`config.mk`:
```
export PLATFORM = sky130hd
export DESIGN_NAME = pipe_hazard_ctrl
export DESIGN_NICKNAME = d
export VERILOG_FILES = /design/src/rtl/pipe_hazard_ctrl.sv
export SDC_FILE = /design/constraint.sdc
export NUM_CORES = 1
export LEC_CHECK = 0
export ABC_AREA = 0
export BUFFER_PORTS_ARGS = -buffer_cell sky130_fd_sc_hd__buf_2
export CAP_MARGIN = 20
export CORE_ASPECT_RATIO = 1.4
export CORE_UTILIZATION = 30
export DETAILED_ROUTE_END_ITERATION = 12
export GPL_ROUTABILITY_DRIVEN = 0
export PLACE_DENSITY = 0.59
export SLEW_MARGIN = 30
export SYNTH_ARGS = -nofsm -noshare
export SYNTH_HDL_FRONTEND = slang
export SYNTH_SLANG_ARGS = --single-unit
export TNS_END_PERCENT = 100
```
`constraint.sdc`:
```
create_clock -name clock -period 2 [get_ports clock]
set_input_delay 0.3 -clock clock [delete_from_list [all_inputs] [get_ports clock]]
set_output_delay 0.3 -clock clock [all_outputs]
set_load 0.05 [all_outputs]
```
`src/rtl/pipe_hazard_ctrl.sv`:
```
// Pipeline sequencing controller: load-use stall and taken-branch squash control
// for the PC, IF/ID and ID/EX buffers, with saturating stall/flush counters.
module pipe_hazard_ctrl #(
  parameter logic [3:0] LOAD_OP      = 4'b1110,
  parameter int         STALL_CYCLES = 1,
  parameter int         FLUSH_CYCLES = 2
) (
  input  logic        clock,
  input  logic        reset,
  input  logic [3:0]  id_opcode,
  input  logic [5:0]  id_rs,
  input  logic [5:0]  id_rt,
  input  logic [3:0]  ex_opcode,
  input  logic [5:0]  ex_rd,
  input  logic        branch_taken,
  output logic        pc_write,
  output logic        ifid_write,
  output logic        ifid_flush,
  output logic        idex_bubble,
  output logic [1:0]  ctrl_state,
  output logic [15:0] stall_cnt,
  output logic [15:0] flush_cnt
);

  typedef enum logic [1:0] {
    ST_RUN   = 2'b00,
    ST_STALL = 2'b01,
    ST_FLUSH = 2'b10
  } state_t;

  localparam logic [3:0] STALL_RELOAD = 4'(STALL_CYCLES - 1);
  localparam logic [3:0] FLUSH_RELOAD = 4'(FLUSH_CYCLES - 1);

  state_t      r_state;
  state_t      w_state_nxt;
  logic [3:0]  r_cnt;
  logic [3:0]  w_cnt_nxt;
  logic [15:0] r_stall_cnt;
  logic [15:0] r_flush_cnt;

  logic w_hazard;
  logic w_pc_write;
  logic w_ifid_write;
  logic w_ifid_flush;
  logic w_idex_bubble;
  logic w_flush_evt;
  logic w_unused_opcode;

  // The decoded opcode is intentionally not qualified: both fields are always compared.
  assign w_unused_opcode = ^id_opcode;

  assign w_hazard = (ex_opcode == LOAD_OP) && ((ex_rd == id_rs) || (ex_rd == id_rt));

  always_comb begin
    w_state_nxt   = ST_RUN;
    w_cnt_nxt     = r_cnt;
    w_pc_write    = 1'b1;
    w_ifid_write  = 1'b1;
    w_ifid_flush  = 1'b0;
    w_idex_bubble = 1'b0;
    w_flush_evt   = 1'b0;
    if (branch_taken) begin
      w_ifid_flush  = 1'b1;
      w_idex_bubble = 1'b1;
      w_flush_evt   = 1'b1;
      if (FLUSH_CYCLES > 1) begin
        w_state_nxt = ST_FLUSH;
        w_cnt_nxt   = FLUSH_RELOAD;
      end else begin
        w_cnt_nxt   = 4'd0;
      end
    end else begin
      case (r_state)
        ST_RUN: begin
          if (w_hazard) begin
            w_pc_write    = 1'b0;
            w_ifid_write  = 1'b0;
            w_idex_bubble = 1'b1;
            if (STALL_CYCLES > 1) begin
              w_state_nxt = ST_STALL;
              w_cnt_nxt   = STALL_RELOAD;
            end
          end
        end
        ST_STALL: begin
          w_pc_write    = 1'b0;
          w_ifid_write  = 1'b0;
          w_idex_bubble = 1'b1;
          w_cnt_nxt     = r_cnt - 4'd1;
          // A zero count can only come from corruption; fall back to RUN.
          w_state_nxt   = (r_cnt > 4'd1) ? ST_STALL : ST_RUN;
          if (r_cnt == 4'd0) w_cnt_nxt = 4'd0;
        end
        ST_FLUSH: begin
          w_ifid_flush  = 1'b1;
          w_idex_bubble = 1'b1;
          w_cnt_nxt     = r_cnt - 4'd1;
          w_state_nxt   = (r_cnt > 4'd1) ? ST_FLUSH : ST_RUN;
          if (r_cnt == 4'd0) w_cnt_nxt = 4'd0;
        end
        default: begin
          w_state_nxt = ST_RUN;
          w_cnt_nxt   = 4'd0;
        end
      endcase
    end
  end

  always_ff @(posedge clock or posedge reset) begin
    if (reset) begin
      r_state     <= ST_RUN;
      r_cnt       <= 4'd0;
      r_stall_cnt <= 16'd0;
      r_flush_cnt <= 16'd0;
    end else begin
      r_state <= w_state_nxt;
      r_cnt   <= w_cnt_nxt;
      if (!w_pc_write && (r_stall_cnt != 16'hFFFF)) r_stall_cnt <= r_stall_cnt + 16'd1;
      if (w_flush_evt && (r_flush_cnt != 16'hFFFF)) r_flush_cnt <= r_flush_cnt + 16'd1;
    end
  end

  // Reset forces a safe frozen/squashing front end without waiting for a clock.
  assign pc_write    = reset ? 1'b0 : w_pc_write;
  assign ifid_write  = reset ? 1'b0 : w_ifid_write;
  assign ifid_flush  = reset ? 1'b1 : w_ifid_flush;
  assign idex_bubble = reset ? 1'b1 : w_idex_bubble;
  assign ctrl_state  = r_state;
  assign stall_cnt   = r_stall_cnt;
  assign flush_cnt   = r_flush_cnt;

endmodule

```
==> flow_metrics.env <==
export IMPL_status="finished, violations left"
export IMPL_violations="setup timing"
export IMPL_avgSynthCellArea_um2=9.95
export IMPL_worst_slack_ps=-261
export IMPL_cap_viol_max_count=0
export IMPL_holdCritPathClass="primary input to async pin"
export IMPL_grt_pass1_vias=1603
export IMPL_cp_arrival_ps=1960
export IMPL_firstDrtPassIters=6
export IMPL_hold_viol=0
export IMPL_dpl_hpwl_um=3220
export IMPL_synth_fp_nets=235
export IMPL_pre_cts_ws_ps=-42.8
export IMPL_yosys_warnings=0
export IMPL_synth_seq_area_share=0.478
export IMPL_grt_usage=0.129
export IMPL_clk_pin_slew_ps=80
export IMPL_end_kind="output pin"
export IMPL_p_leak_nw=1.42
export IMPL_syn_area_um2=1990
export IMPL_max_freq_mhz=442
export IMPL_core_area_um2=6300
export IMPL_initial_utilization=0.316
export IMPL_grt_overflow=0
export IMPL_hold_ws_ps=195
export IMPL_pin_count=67
export IMPL_finClkSkew_ps=9.62
export IMPL_viasPerCell=4.80
export IMPL_path_class="flip-flop to output pin"
export IMPL_ys_flop_type="dfrtp_1"
export IMPL_cts_max_level=2
export IMPL_cp_start_kind="flip-flop"
export IMPL_slew_viol_final=0
export IMPL_ant_nets=0
export IMPL_required_ps=1700
export IMPL_clk_latency_ps=280
export IMPL_die_w_um=70.8
export IMPL_slowest_stage="dfrtp_2"
export IMPL_numCtsBuffers=5
export IMPL_cts_tree="built"
export IMPL_fin_nets=324
export IMPL_synth_edff_count=0
export IMPL_grt_max_degree=39
export IMPL_antenna_found_initial=0
export IMPL_crit_fanout=2
export IMPL_worst_path_buf_inv=3
export IMPL_fp_dieArea_um2=6970
export IMPL_rows=34
export IMPL_irDropWorstVdd_uv=320
export IMPL_regArea_um2=961
export IMPL_grt_pass1_wl_um=7110
export IMPL_portBuffers=62
export IMPL_slew_headroom=0.679
export IMPL_drc_errors=0
export IMPL_layout_drive_gt1_share=0.403
export IMPL_cts_num_sinks=38
export IMPL_crit_path_cell_trace="inv_2, ha_4, nand4_1, nor4_1, a22o_1, buf_6, nor2_4, nor2_4, nor2_4, buf_6"
export IMPL_power_density_nw_per_um2=752
export IMPL_area_delta_synth_final_pct=40.4
export IMPL_diodes=0
export IMPL_tightest_slew_ps=482
export IMPL_async_flop_share=1.00
export IMPL_yosys_area_top_type="dfrtp_1"
export IMPL_netlist_instances=200
export IMPL_finalSetupViolations=19
export IMPL_drt_initial_drc_count=22
export IMPL_synth_cell_types=29
export IMPL_die_h_um=98.4
export IMPL_synthTopCellsByArea="dfrtp_1 48%, xnor2_1 10%, xor2_1 7.5%"
export IMPL_multi_input_area_um2=1080
export IMPL_cpLargestDelayFamily="simple AND/OR/NAND/NOR gates"
export IMPL_finalCritPeriodShare=1.13
export IMPL_post_drt_wl_per_cell_um=12.3
export IMPL_vias=1739
export IMPL_critical_path_most_common_cell="nor2_4"
export IMPL_fillCellCount=614
export IMPL_cts_root_buf="clkbuf_8"
export IMPL_wl_um=4440
export IMPL_netlist_area_leader_share=0.478
export IMPL_rsz0062_at_grt="yes"
export IMPL_period_needed_ps=2260
export IMPL_ys_ff_latch=38
export IMPL_cts_buffer_depth=2
export IMPL_critPathMaxStageDelay_ps=420
power breakdown:
group | switching (mW) | internal, mW | total (mW)
Clock | 0.266 | 0.367 | 0.633
Sequential | 0.0800 | 0.839 | 0.919
Combinational | 0.380 | 0.170 | 0.550
Total | 0.726 | 1.38 | 2.10
final timing paths:
| kind | start | to | slack (ps) | cells past startpoint |
|---|---|---|---|---|
| max in group asynchronous | reset | stall_cnt[9]$_DFFE_PP0P_ | 1440 | 3 |
| worst max-delay path | ctrl_state[0]$_DFF_PP0_ | ifid_write | -260 | 10 |
| worst min-delay path | reset | stall_cnt[12]$_DFFE_PP0P_ | 190 | 3 |
| worst min register to register | stall_cnt[10]$_DFFE_PP0P_ | stall_cnt[10]$_DFFE_PP0P_ | 480 | 1 |
| min in group clock | branch_taken | r_cnt[2]$_DFFE_PP0P_ | 350 | 2 |
| worst max register to register | ctrl_state[0]$_DFF_PP0_ | stall_cnt[14]$_DFFE_PP0P_ | -190 | 11 |
registers in the layout, indices dropped and copies added (netlist names):
signal and count:
r_cnt 4, ctrl_state 2, stall_cnt 16, flush_cnt 16
stage by stage:
| step | power (mW) | area [um2] | utilization | instances | TNS [ps] |
|---|---|---|---|---|---|
| after CTS | 2.13 | 2660 | 0.422 | 357 | -1490 |
| after detailed placement | 1.48 | 2520 | 0.400 | 347 | -162 |
| after global routing | 2.20 | 2790 | 0.444 | 362 | -5040 |
| after global placement | 1.48 | 2520 | 0.400 | 347 | -109 |
| after floorplan | 1.32 | 2020 | - | 200 | -1060 |
| final | 2.10 | 2790 | 0.444 | 362 | -2650 |
logic make-up (layout without fill, tap and decap cells):
| kind of cell | count (synthesis) | after routing | share of synthesized area |
|---|---|---|---|
| multiplexers | 3 | 3 | 0.0170 |
| AO/OA/AOI/OAI | 11 | 11 | 0.0352 |
| XOR/XNOR | 40 | 40 | 0.176 |
| flip-flops | 38 | 38 | 0.478 |
| adder cells (fa/ha/maj) | 6 | 6 | 0.0377 |
| buffers and inverters | 12 | 102 | 0.0283 |
| AND/OR/NAND/NOR | 90 | 90 | 0.228 |
cell usage in the layout (no fill, tap or decap), drive strengths merged:
master / n
buf: 85
dfrtp: 38
a21oi: 2
o21ai: 5
bufinv: 1
nor3: 3
a22o: 1
a32oi: 1
clkinv: 2
nand3b: 1
nor2: 14
mux2: 3
inv: 9
and4: 4
and2: 1
or2: 1
nor4: 6
xor2: 17
ha: 6
o211a: 1
nand3: 13
nand2b: 1
xnor2: 23
nor2b: 1
o211ai: 1
nand2: 26
nand4: 8
clkbuf: 5
and3: 8
or3: 3
Yosys cell counts (2+ instances only):
library cell  instances
nor3_1                3
or3_1                 3
and3_1                8
nand3_1              13
xnor2_1              23
inv_1                 9
nor4_1                6
nor2_1               14
mux2_2                3
nand4_1               8
xor2_1               17
o21ai_0               5
nand2_1              26
and4_1                4
a21oi_1               2
ha_1                  6
dfrtp_1              38
repair_timing:
item,4_1_cts,5_1_grt
gates resized for setup,6,20
pin swaps,4,4
hold buffers,0,0
endpoints found under the setup margin,8,19
buffers inserted,2,5
worst min-delay path, delay by kind of cell:
kind / cells / cell delay, ps
buffers and inverters: 3 / 620
cell type report:
type,instances,area share
clock buffer,5,0.0246
timing repair buffer,85,0.188
tap,72,0.0322
inverter,9,0.0121
sequential,38,0.344
multi-input combinational,150,0.385
clock inverter,3,0.0143
metal layers:
metal	vias up	part of all wire	track usage
li1	862	-	-
met1	821	0.44	0.155
met2	52	0.52	0.227
met3	4	0.036	0.0279
met4	0	0.011	0.0415
met5	-	0	0
Note: power is estimated with default switching activity, not from simulation.
